### config.mk
export PLATFORM = sky130hd
export DESIGN_NAME = processor_control
export DESIGN_NICKNAME = d
export VERILOG_FILES = /design/src/rtl/proc_ctrl_pkg.sv /design/src/rtl/proc_decode.sv /design/src/rtl/processor_control.sv
export SDC_FILE = /design/constraint.sdc
export NUM_CORES = 1
export LEC_CHECK = 0
export BUFFER_PORTS_ARGS = -buffer_cell sky130_fd_sc_hd__buf_2
export CAP_MARGIN = 10
export CORE_AREA = 2 2 71 73
export CTS_CLUSTER_DIAMETER = 30
export DETAILED_ROUTE_END_ITERATION = 10
export DIE_AREA = 0 0 73 75
export PLACE_DENSITY = 0.7
export SLEW_MARGIN = 20
export SYNTH_ARGS = -nofsm -noshare
export SYNTH_HDL_FRONTEND = slang
export SYNTH_SLANG_ARGS = --single-unit
### constraint.sdc
create_clock -name clock -period 1.6 [get_ports clock]
set_input_delay 0.4 -clock clock [delete_from_list [all_inputs] [get_ports clock]]
set_output_delay 0.4 -clock clock [all_outputs]
set_load 0.05 [all_outputs]
### src/rtl/proc_ctrl_pkg.sv
// Shared types and encodings for the Mary/Shelley multicycle control unit:
// FSM states, instruction classes, opcode constants, mux encodings and the
// bundle of datapath control signals.
package proc_ctrl_pkg;

  typedef enum logic [2:0] {
    ST_START  = 3'd0,
    ST_FETCH  = 3'd1,
    ST_DECODE = 3'd2,
    ST_EXEC   = 3'd3,
    ST_MEM    = 3'd4,
    ST_HALT   = 3'd5
  } state_t;

  typedef enum logic [3:0] {
    CL_ALU_REG = 4'd0,
    CL_ALU_IMM = 4'd1,
    CL_LOAD    = 4'd2,
    CL_STORE   = 4'd3,
    CL_MOVE    = 4'd4,
    CL_BR      = 4'd5,
    CL_BOV     = 4'd6,
    CL_JAL     = 4'd7,
    CL_RET     = 4'd8,
    CL_CLV     = 4'd9,
    CL_HALT    = 4'd10,
    CL_ILLEGAL = 4'd11
  } iclass_t;

  // Opcode groups (upper bits) and full opcodes
  localparam logic [2:0] OPG_ALU_REG = 3'b000;
  localparam logic [2:0] OPG_ALU_IMM = 3'b001;
  localparam logic [4:0] OPG_LOAD    = 5'b01000;
  localparam logic [3:0] OPG_STORE   = 4'b0101;
  localparam logic [4:0] OPG_MOVE    = 5'b01100;
  localparam logic [5:0] OP_BR       = 6'b100000;
  localparam logic [5:0] OP_BOV      = 6'b100001;
  localparam logic [5:0] OP_JAL      = 6'b100010;
  localparam logic [5:0] OP_RET      = 6'b100011;
  localparam logic [5:0] OP_CLV      = 6'b100100;
  localparam logic [5:0] OP_HALT     = 6'b111111;

  // Mux encodings
  localparam logic [2:0] PC_INC       = 3'd0;
  localparam logic [2:0] PC_BR        = 3'd1;
  localparam logic [2:0] PC_IMM       = 3'd2;
  localparam logic [2:0] PC_RA        = 3'd3;
  localparam logic [2:0] MDST_PC      = 3'd0;
  localparam logic [2:0] MDST_SP      = 3'd1;
  localparam logic [2:0] MDST_SPIMM   = 3'd2;
  localparam logic [1:0] SRCB_SHELLEY = 2'd0;
  localparam logic [1:0] SRCB_ZEXT    = 2'd1;
  localparam logic [1:0] SRC_COMP     = 2'd1;
  localparam logic [1:0] SRC_MEM      = 2'd2;

  typedef struct packed {
    logic       mem_write;
    logic       pc_write;
    logic       sp_write;
    logic       inst_write;
    logic       mary_write;
    logic       shelley_write;
    logic       comp_write;
    logic       ra_write;
    logic       ra_src;
    logic       src_a;
    logic [1:0] mem_src;
    logic [1:0] mary_src;
    logic [1:0] shelley_src;
    logic [1:0] src_b;
    logic [2:0] mem_dst;
    logic [2:0] pc_src;
    logic [2:0] sp_src;
    logic [3:0] alu_op;
  } ctrl_t;

  // Controls for the FETCH cycle: load IR from memory at PC and bump PC
  function automatic ctrl_t fetch_ctrl();
    ctrl_t c;
    c            = '0;
    c.inst_write = 1'b1;
    c.pc_write   = 1'b1;
    c.pc_src     = PC_INC;
    c.mem_dst    = MDST_PC;
    return c;
  endfunction

endpackage

### src/rtl/proc_decode.sv
// Combinational opcode decoder: instruction class, the dd/ss operand field
// and a legal bit. Unused dd values of LOAD/MOVE decode as illegal.
module proc_decode
  import proc_ctrl_pkg::*;
(
  input  logic [5:0] opcode_i,
  output iclass_t    iclass_o,
  output logic [1:0] field_o,
  output logic       legal_o
);

  // Classify the opcode; anything not matched stays illegal
  always_comb begin
    iclass_o = CL_ILLEGAL;
    field_o  = opcode_i[1:0];
    if (opcode_i[5:3] == OPG_ALU_REG) begin
      iclass_o = CL_ALU_REG;
    end else if (opcode_i[5:3] == OPG_ALU_IMM) begin
      iclass_o = CL_ALU_IMM;
    end else if (opcode_i[5:1] == OPG_LOAD) begin
      iclass_o = CL_LOAD;
    end else if (opcode_i[5:2] == OPG_STORE) begin
      iclass_o = CL_STORE;
    end else if (opcode_i[5:1] == OPG_MOVE) begin
      iclass_o = CL_MOVE;
    end else begin
      case (opcode_i)
        OP_BR:   iclass_o = CL_BR;
        OP_BOV:  iclass_o = CL_BOV;
        OP_JAL:  iclass_o = CL_JAL;
        OP_RET:  iclass_o = CL_RET;
        OP_CLV:  iclass_o = CL_CLV;
        OP_HALT: iclass_o = CL_HALT;
        default: iclass_o = CL_ILLEGAL;
      endcase
    end
    legal_o = (iclass_o != CL_ILLEGAL);
  end

endmodule

### src/rtl/processor_control.sv
// Multicycle Moore control unit for the Mary/Shelley datapath. All datapath
// controls are registered: each transition loads the outputs belonging to
// the state being entered. Also holds the sticky overflow flag, halt/illegal
// status and the retired-instruction counter.
module processor_control
  import proc_ctrl_pkg::*;
#(
  parameter bit ILLEGAL_HALTS = 1'b1
) (
  input  logic        clock,
  input  logic        reset,
  input  logic [15:0] instruction,
  input  logic        overflow,
  output logic        MemWrite,
  output logic        PCWrite,
  output logic        SPWrite,
  output logic        InstWrite,
  output logic        mary_write,
  output logic        shelley_write,
  output logic        comp_write,
  output logic        ra_write,
  output logic        ra_src,
  output logic        SrcA,
  output logic [1:0]  MemSrc,
  output logic [1:0]  mary_src,
  output logic [1:0]  shelley_src,
  output logic [1:0]  SrcB,
  output logic [2:0]  MemDst,
  output logic [2:0]  PCSrc,
  output logic [2:0]  SPSrc,
  output logic [3:0]  AluOp,
  output logic        halted,
  output logic        illegal,
  output logic        ovf_flag,
  output logic [15:0] retired
);

  state_t      state_q;
  ctrl_t       ctrl_q;
  logic        ovf_q;
  logic        illegal_q;
  logic        halted_q;
  logic [15:0] retired_q;

  iclass_t     cls;
  logic [1:0]  field;
  logic        legal;
  logic        unused_operand;

  // Only the opcode matters here; the operand bits belong to the datapath
  assign unused_operand = ^instruction[9:0];

  proc_decode u_decode (
    .opcode_i (instruction[15:10]),
    .iclass_o (cls),
    .field_o  (field),
    .legal_o  (legal)
  );

  // EXEC controls for a legal, non-halting instruction class
  function automatic ctrl_t exec_ctrl(input iclass_t c_cls, input logic [1:0] c_field,
                                      input logic [2:0] c_alu, input logic c_ovf);
    ctrl_t c;
    c = '0;
    case (c_cls)
      CL_ALU_REG: begin
        c.alu_op     = {1'b0, c_alu};
        c.src_b      = SRCB_SHELLEY;
        c.comp_write = 1'b1;
      end
      CL_ALU_IMM: begin
        c.alu_op     = {1'b0, c_alu};
        c.src_b      = SRCB_ZEXT;
        c.comp_write = 1'b1;
      end
      CL_LOAD: c.mem_dst = MDST_SPIMM;
      CL_STORE: begin
        c.mem_dst   = MDST_SPIMM;
        c.mem_src   = c_field;
        c.mem_write = 1'b1;
      end
      CL_MOVE: begin
        if (c_field[0]) begin
          c.shelley_src   = SRC_COMP;
          c.shelley_write = 1'b1;
        end else begin
          c.mary_src   = SRC_COMP;
          c.mary_write = 1'b1;
        end
      end
      CL_BR: begin
        c.pc_write = 1'b1;
        c.pc_src   = PC_BR;
      end
      CL_BOV: begin
        // Registered flag only; the live ALU overflow is irrelevant here
        c.pc_write = c_ovf;
        c.pc_src   = PC_BR;
      end
      CL_JAL: begin
        c.ra_src   = 1'b0;
        c.ra_write = 1'b1;
        c.pc_write = 1'b1;
        c.pc_src   = PC_IMM;
      end
      CL_RET: begin
        c.pc_write = 1'b1;
        c.pc_src   = PC_RA;
      end
      default: c = '0;
    endcase
    return c;
  endfunction

  // MEM controls for the second half of a LOAD
  function automatic ctrl_t mem_ctrl(input logic to_shelley);
    ctrl_t c;
    c         = '0;
    c.mem_dst = MDST_SPIMM;
    if (to_shelley) begin
      c.shelley_src   = SRC_MEM;
      c.shelley_write = 1'b1;
    end else begin
      c.mary_src   = SRC_MEM;
      c.mary_write = 1'b1;
    end
    return c;
  endfunction

  // Control FSM with registered outputs, sticky flags and retire counter
  always_ff @(posedge clock or posedge reset) begin
    if (reset) begin
      state_q   <= ST_START;
      ctrl_q    <= '0;
      ovf_q     <= 1'b0;
      illegal_q <= 1'b0;
      halted_q  <= 1'b0;
      retired_q <= 16'd0;
    end else begin
      ctrl_q <= '0;
      case (state_q)
        ST_START: begin
          state_q <= ST_FETCH;
          ctrl_q  <= fetch_ctrl();
        end
        ST_FETCH: begin
          state_q <= ST_DECODE;
        end
        ST_DECODE: begin
          if (cls == CL_HALT) begin
            state_q  <= ST_HALT;
            halted_q <= 1'b1;
          end else if (!legal) begin
            illegal_q <= 1'b1;
            if (ILLEGAL_HALTS) begin
              state_q  <= ST_HALT;
              halted_q <= 1'b1;
            end else begin
              // NOPed illegal opcode retires straight out of DECODE
              state_q   <= ST_FETCH;
              ctrl_q    <= fetch_ctrl();
              retired_q <= retired_q + 16'd1;
            end
          end else begin
            state_q <= ST_EXEC;
            ctrl_q  <= exec_ctrl(cls, field, instruction[12:10], ovf_q);
          end
        end
        ST_EXEC: begin
          if (cls == CL_LOAD) begin
            state_q <= ST_MEM;
            ctrl_q  <= mem_ctrl(field[0]);
          end else begin
            state_q   <= ST_FETCH;
            ctrl_q    <= fetch_ctrl();
            retired_q <= retired_q + 16'd1;
            if (cls == CL_ALU_REG || cls == CL_ALU_IMM) begin
              ovf_q <= overflow;
            end else if (cls == CL_CLV) begin
              ovf_q <= 1'b0;
            end
          end
        end
        ST_MEM: begin
          state_q   <= ST_FETCH;
          ctrl_q    <= fetch_ctrl();
          retired_q <= retired_q + 16'd1;
        end
        ST_HALT: begin
          state_q <= ST_HALT;
        end
        default: begin
          state_q <= ST_START;
        end
      endcase
    end
  end

  assign MemWrite      = ctrl_q.mem_write;
  assign PCWrite       = ctrl_q.pc_write;
  assign SPWrite       = ctrl_q.sp_write;
  assign InstWrite     = ctrl_q.inst_write;
  assign mary_write    = ctrl_q.mary_write;
  assign shelley_write = ctrl_q.shelley_write;
  assign comp_write    = ctrl_q.comp_write;
  assign ra_write      = ctrl_q.ra_write;
  assign ra_src        = ctrl_q.ra_src;
  assign SrcA          = ctrl_q.src_a;
  assign MemSrc        = ctrl_q.mem_src;
  assign mary_src      = ctrl_q.mary_src;
  assign shelley_src   = ctrl_q.shelley_src;
  assign SrcB          = ctrl_q.src_b;
  assign MemDst        = ctrl_q.mem_dst;
  assign PCSrc         = ctrl_q.pc_src;
  assign SPSrc         = ctrl_q.sp_src;
  assign AluOp         = ctrl_q.alu_op;
  assign halted        = halted_q;
  assign illegal       = illegal_q;
  assign ovf_flag      = ovf_q;
  assign retired       = retired_q;

endmodule

==> summary.txt <==
Detailed routing
  • Vias post-DR: 1529
  • ANT nets after route: 0
  • TritonRoute pass-1 iters: 4
  • DRC Markers: 0
  • Drt via density: 4.85
  • Drt total wl: 3950 microns
  • Initial DRC count: 131
  • Wirelength per Cell: 12.5 microns

Worst setup path
  • Critical Path Start Type: input pin
  • CP Data Arrival Time: 1.65 ns
  • R2R Path End: retired[13]
  • Maximum fanout along the worst path: 8
  • Crit. End Element: flop
  • Reg2Reg Depth: 5
  • Reg2Reg Setup Slack: 0.15 ns
  • RR Startpoint: state_q[1]
  • Required time of the critical path: 1.79 ns
  • Setup CP Type: in2reg

Power and ir drop
  • Clock power frac: 23.2%
  • Sw Ratio: 40.2%
  • Maximum vdd drop: 0.581 mV
  • Lkg Pwr: 1.30 nW
  • Pint: 0.00222 W
  • Power Dens Cells: 1470 nW/um^2
  • Power Total: 0.00372 W
  • P_sw: 0.00149 W
  • Share of total power in sequential cells: 37.2%
  • Power share of the combinational group: 39.6%

Timing
  • Final WS setup: 0.136 ns
  • Worst clock skew: 0.0105 ns
  • Slew Limit Fails: 0
  • Fin. Hold Viols: 0
  • RSZ-0062 raised after global routing: false
  • Fmax: 683 MHz
  • Period utilization: 91.5%
  • Fin Hold WS: 0.155 ns
  • Final setup fails: 0
  • Setup TNS: 0 ns
  • Period minus WS final: 1.46 ns

Placement
  • Post-DP HPWL: 2900 microns
  • Port-buffer cells: 47
  • Routability cong.: 0.781
  • Setup Slack @ Placement: -0.160 ns
  • Placed cells: 307

Logic synthesis
  • Yosys top cell area share: 52.0%
  • Post-synth EDFFs: 0
  • Main synth FF type: dfrtp_1
  • Synth Area per Inst: 10.6 sq um
  • Fraction of registers with async set/reset: 100%
  • Top cells by area, synth: dfrtp_1 (52%), xnor2_1 (6.5%), buf_4 (4.1%)
  • Cell Area, Synth: 2020 sq um
  • Synth area leader: dfrtp_1
  • Syn Inst Count: 190
  • Post-synthesis sequential area ratio: 52.0%
  • Yosys warnings: 0
  • Seq cells post-synth: 42
  • Synth unique cells: 46

CTS
  • Clock Tree Root: clkbuf_8
  • Setup Fix Bufs, Post-CTS: 0
  • H-tree Lvls: 2
  • CTS Buf Count: 5
  • Clock-pin slew on the worst setup and hold paths: 0.08 ns
  • Clk Latency, worst-skew pair: 0.29 ns
  • CTS Sinks: 42
  • Max clock buf depth: 2
  • TritonCTS clock tree: built

Final layout
  • Ant. Diodes: 0
  • Layout Nets: 280
  • Layout cell share with drive strength beyond 1: 38.7%
  • Layout Cells excl Fill: 315
  • Area of the multi-input gates: 821 sq um
  • Register area: 1060 sq um
  • Area growth, synth to finish: 25.2%
  • FILL cells: 408

Die
  • Starting density of the core: 43.4%
  • Site Rows: 25
  • Die width: 73 microns
  • Core area: 4660 sq um
  • Die Area: 5480 sq um
  • I/O pins: 69
  • Die height: 75 microns

GRT
  • Largest net degree at the start of global routing: 43
  • First-pass GRT wire length: 6460 microns
  • Total global routing overflow: 0
  • All-Layer GR Usage: 15.4%
  • Antenna violations before repair: 0
  • Via count of the first global-routing pass: 1391

Min path
  • Hold Path Class: in2async

Job
  • Max Cap Viol: 0

Outcome
  • Run status: finished, final reports clean
==> cells by family (layout without fill, tap and decap cells) <==
kind of cell    Yosys count  count (layout)  synth area share [%]
fa+ha+maj                 1               1                 0.619
compound gates           24              24                  8.55
buf+inv                  28              89                  9.85
other cells               1              11                 0.186
flops                    42              42                  52.0
mux                       1               1                 0.557
xor+xnor                 16              16                  6.94
simple gates             77              77                  21.3
==> power groups by stage <==
stage | Combinational [W] | Clock [W] | Sequential, W
3_5_place_dp | 0.00147 | 0 | 0.00141
5_1_grt | 0.00158 | 0.000917 | 0.00142
4_1_cts | 0.00147 | 0.000876 | 0.00138
6_report | 0.00147 | 0.000862 | 0.00138
3_3_place_gp | 0.00145 | 0 | 0.00140
2_1_floorplan | 0.000612 | 0 | 0.00187
==> how the worst max path moves through the flow <==
stage / start / endpoint / slack [ns] / cells past startpoint
global route: state_q[1] / retired[12] / 0.01 / 5
detailed placement: instruction[12] / AluOp[1] / -0.16 / 6
floorplan: instruction[12] / AluOp[0] / -0.06 / 6
global placement: instruction[12] / retired[1] / -0.14 / 5
finish: instruction[13] / retired[1] / 0.14 / 5
CTS: state_q[1] / retired[12] / 0.05 / 5
==> timing repair <==
| action | CTS | global route |
|---|---|---|
| gates resized for setup | 0 | 1 |
| hold buffers | 0 | 0 |
| endpoints found under the setup margin | 0 | 8 |
==> Yosys cell counts (all sizes together) (2+ instances only) <==
master	n
nand4	4
nand2	12
nand3b	4
clkbuf	5
a21oi	9
or3b	2
o21bai	2
dfrtp	42
nand3	8
nor3	6
buf	14
xnor2	15
inv	9
and2	2
o21ai	5
o22ai	2
or2	2
and4	3
or3	3
and3	5
nand2b	2
nor2	19
==> cell usage in the layout (no fill, tap or decap), types with 2 or more instances in the layout <==
cell type,n
dfrtp_1,38
inv_1,9
buf_4,24
nor3_1,6
conb_1,11
xnor2_1,15
nand2b_1,2
and2_1,2
nand4_1,4
and3_1,5
dfrtp_2,4
nand2_1,11
or3b_4,2
nand3b_1,4
nor2_1,15
nor2_2,4
or2_2,2
nand3_1,8
o21ai_0,4
and4_1,2
or3_1,2
clkbuf_8,6
buf_2,47
a21oi_1,7
o22ai_1,2
==> area by class of cell <==
class / instances / share of cell area (%)
tap: 54 / 2.67
clock buffer: 7 / 3.41
timing repair buffer: 72 / 17.2
clock inverter: 1 / 1.19
inverter: 9 / 1.34
sequential: 42 / 41.7
multi-input combinational: 130 / 32.4
==> critical path, stage by stage <==
cell	delay [ns]
buf_2	0.11
or3_2	0.53
o21bai_4	0.21
nand2_4	0.11
mux2_2	0.28
==> per-stage QoR <==
stage	utilization, %	instance area, sq um
floorplan	-	2070
global placement	51.6	2410
detailed placement	51.6	2410
CTS	54.1	2520
global route	54.3	2530
finish	54.3	2530
==> registers in the layout, indices dropped and copies added, names as in the netlist, 2 cells and up <==
signal	cells
shelley_src	2
PCSrc	2
AluOp	3
retired	16
state_q	3
MemSrc	2
mary_src	2
==> layer usage <==
metal / track usage, % / wire (microns) / part of all wire (%)
met5: 0 / 0 / 0
met1: 21.3 / 1790 / 45
met4: 6.79 / 54 / 1.4
met3: 2.95 / 201 / 5.1
met2: 23.7 / 1900 / 48
Power figures use the tool's default switching activity.
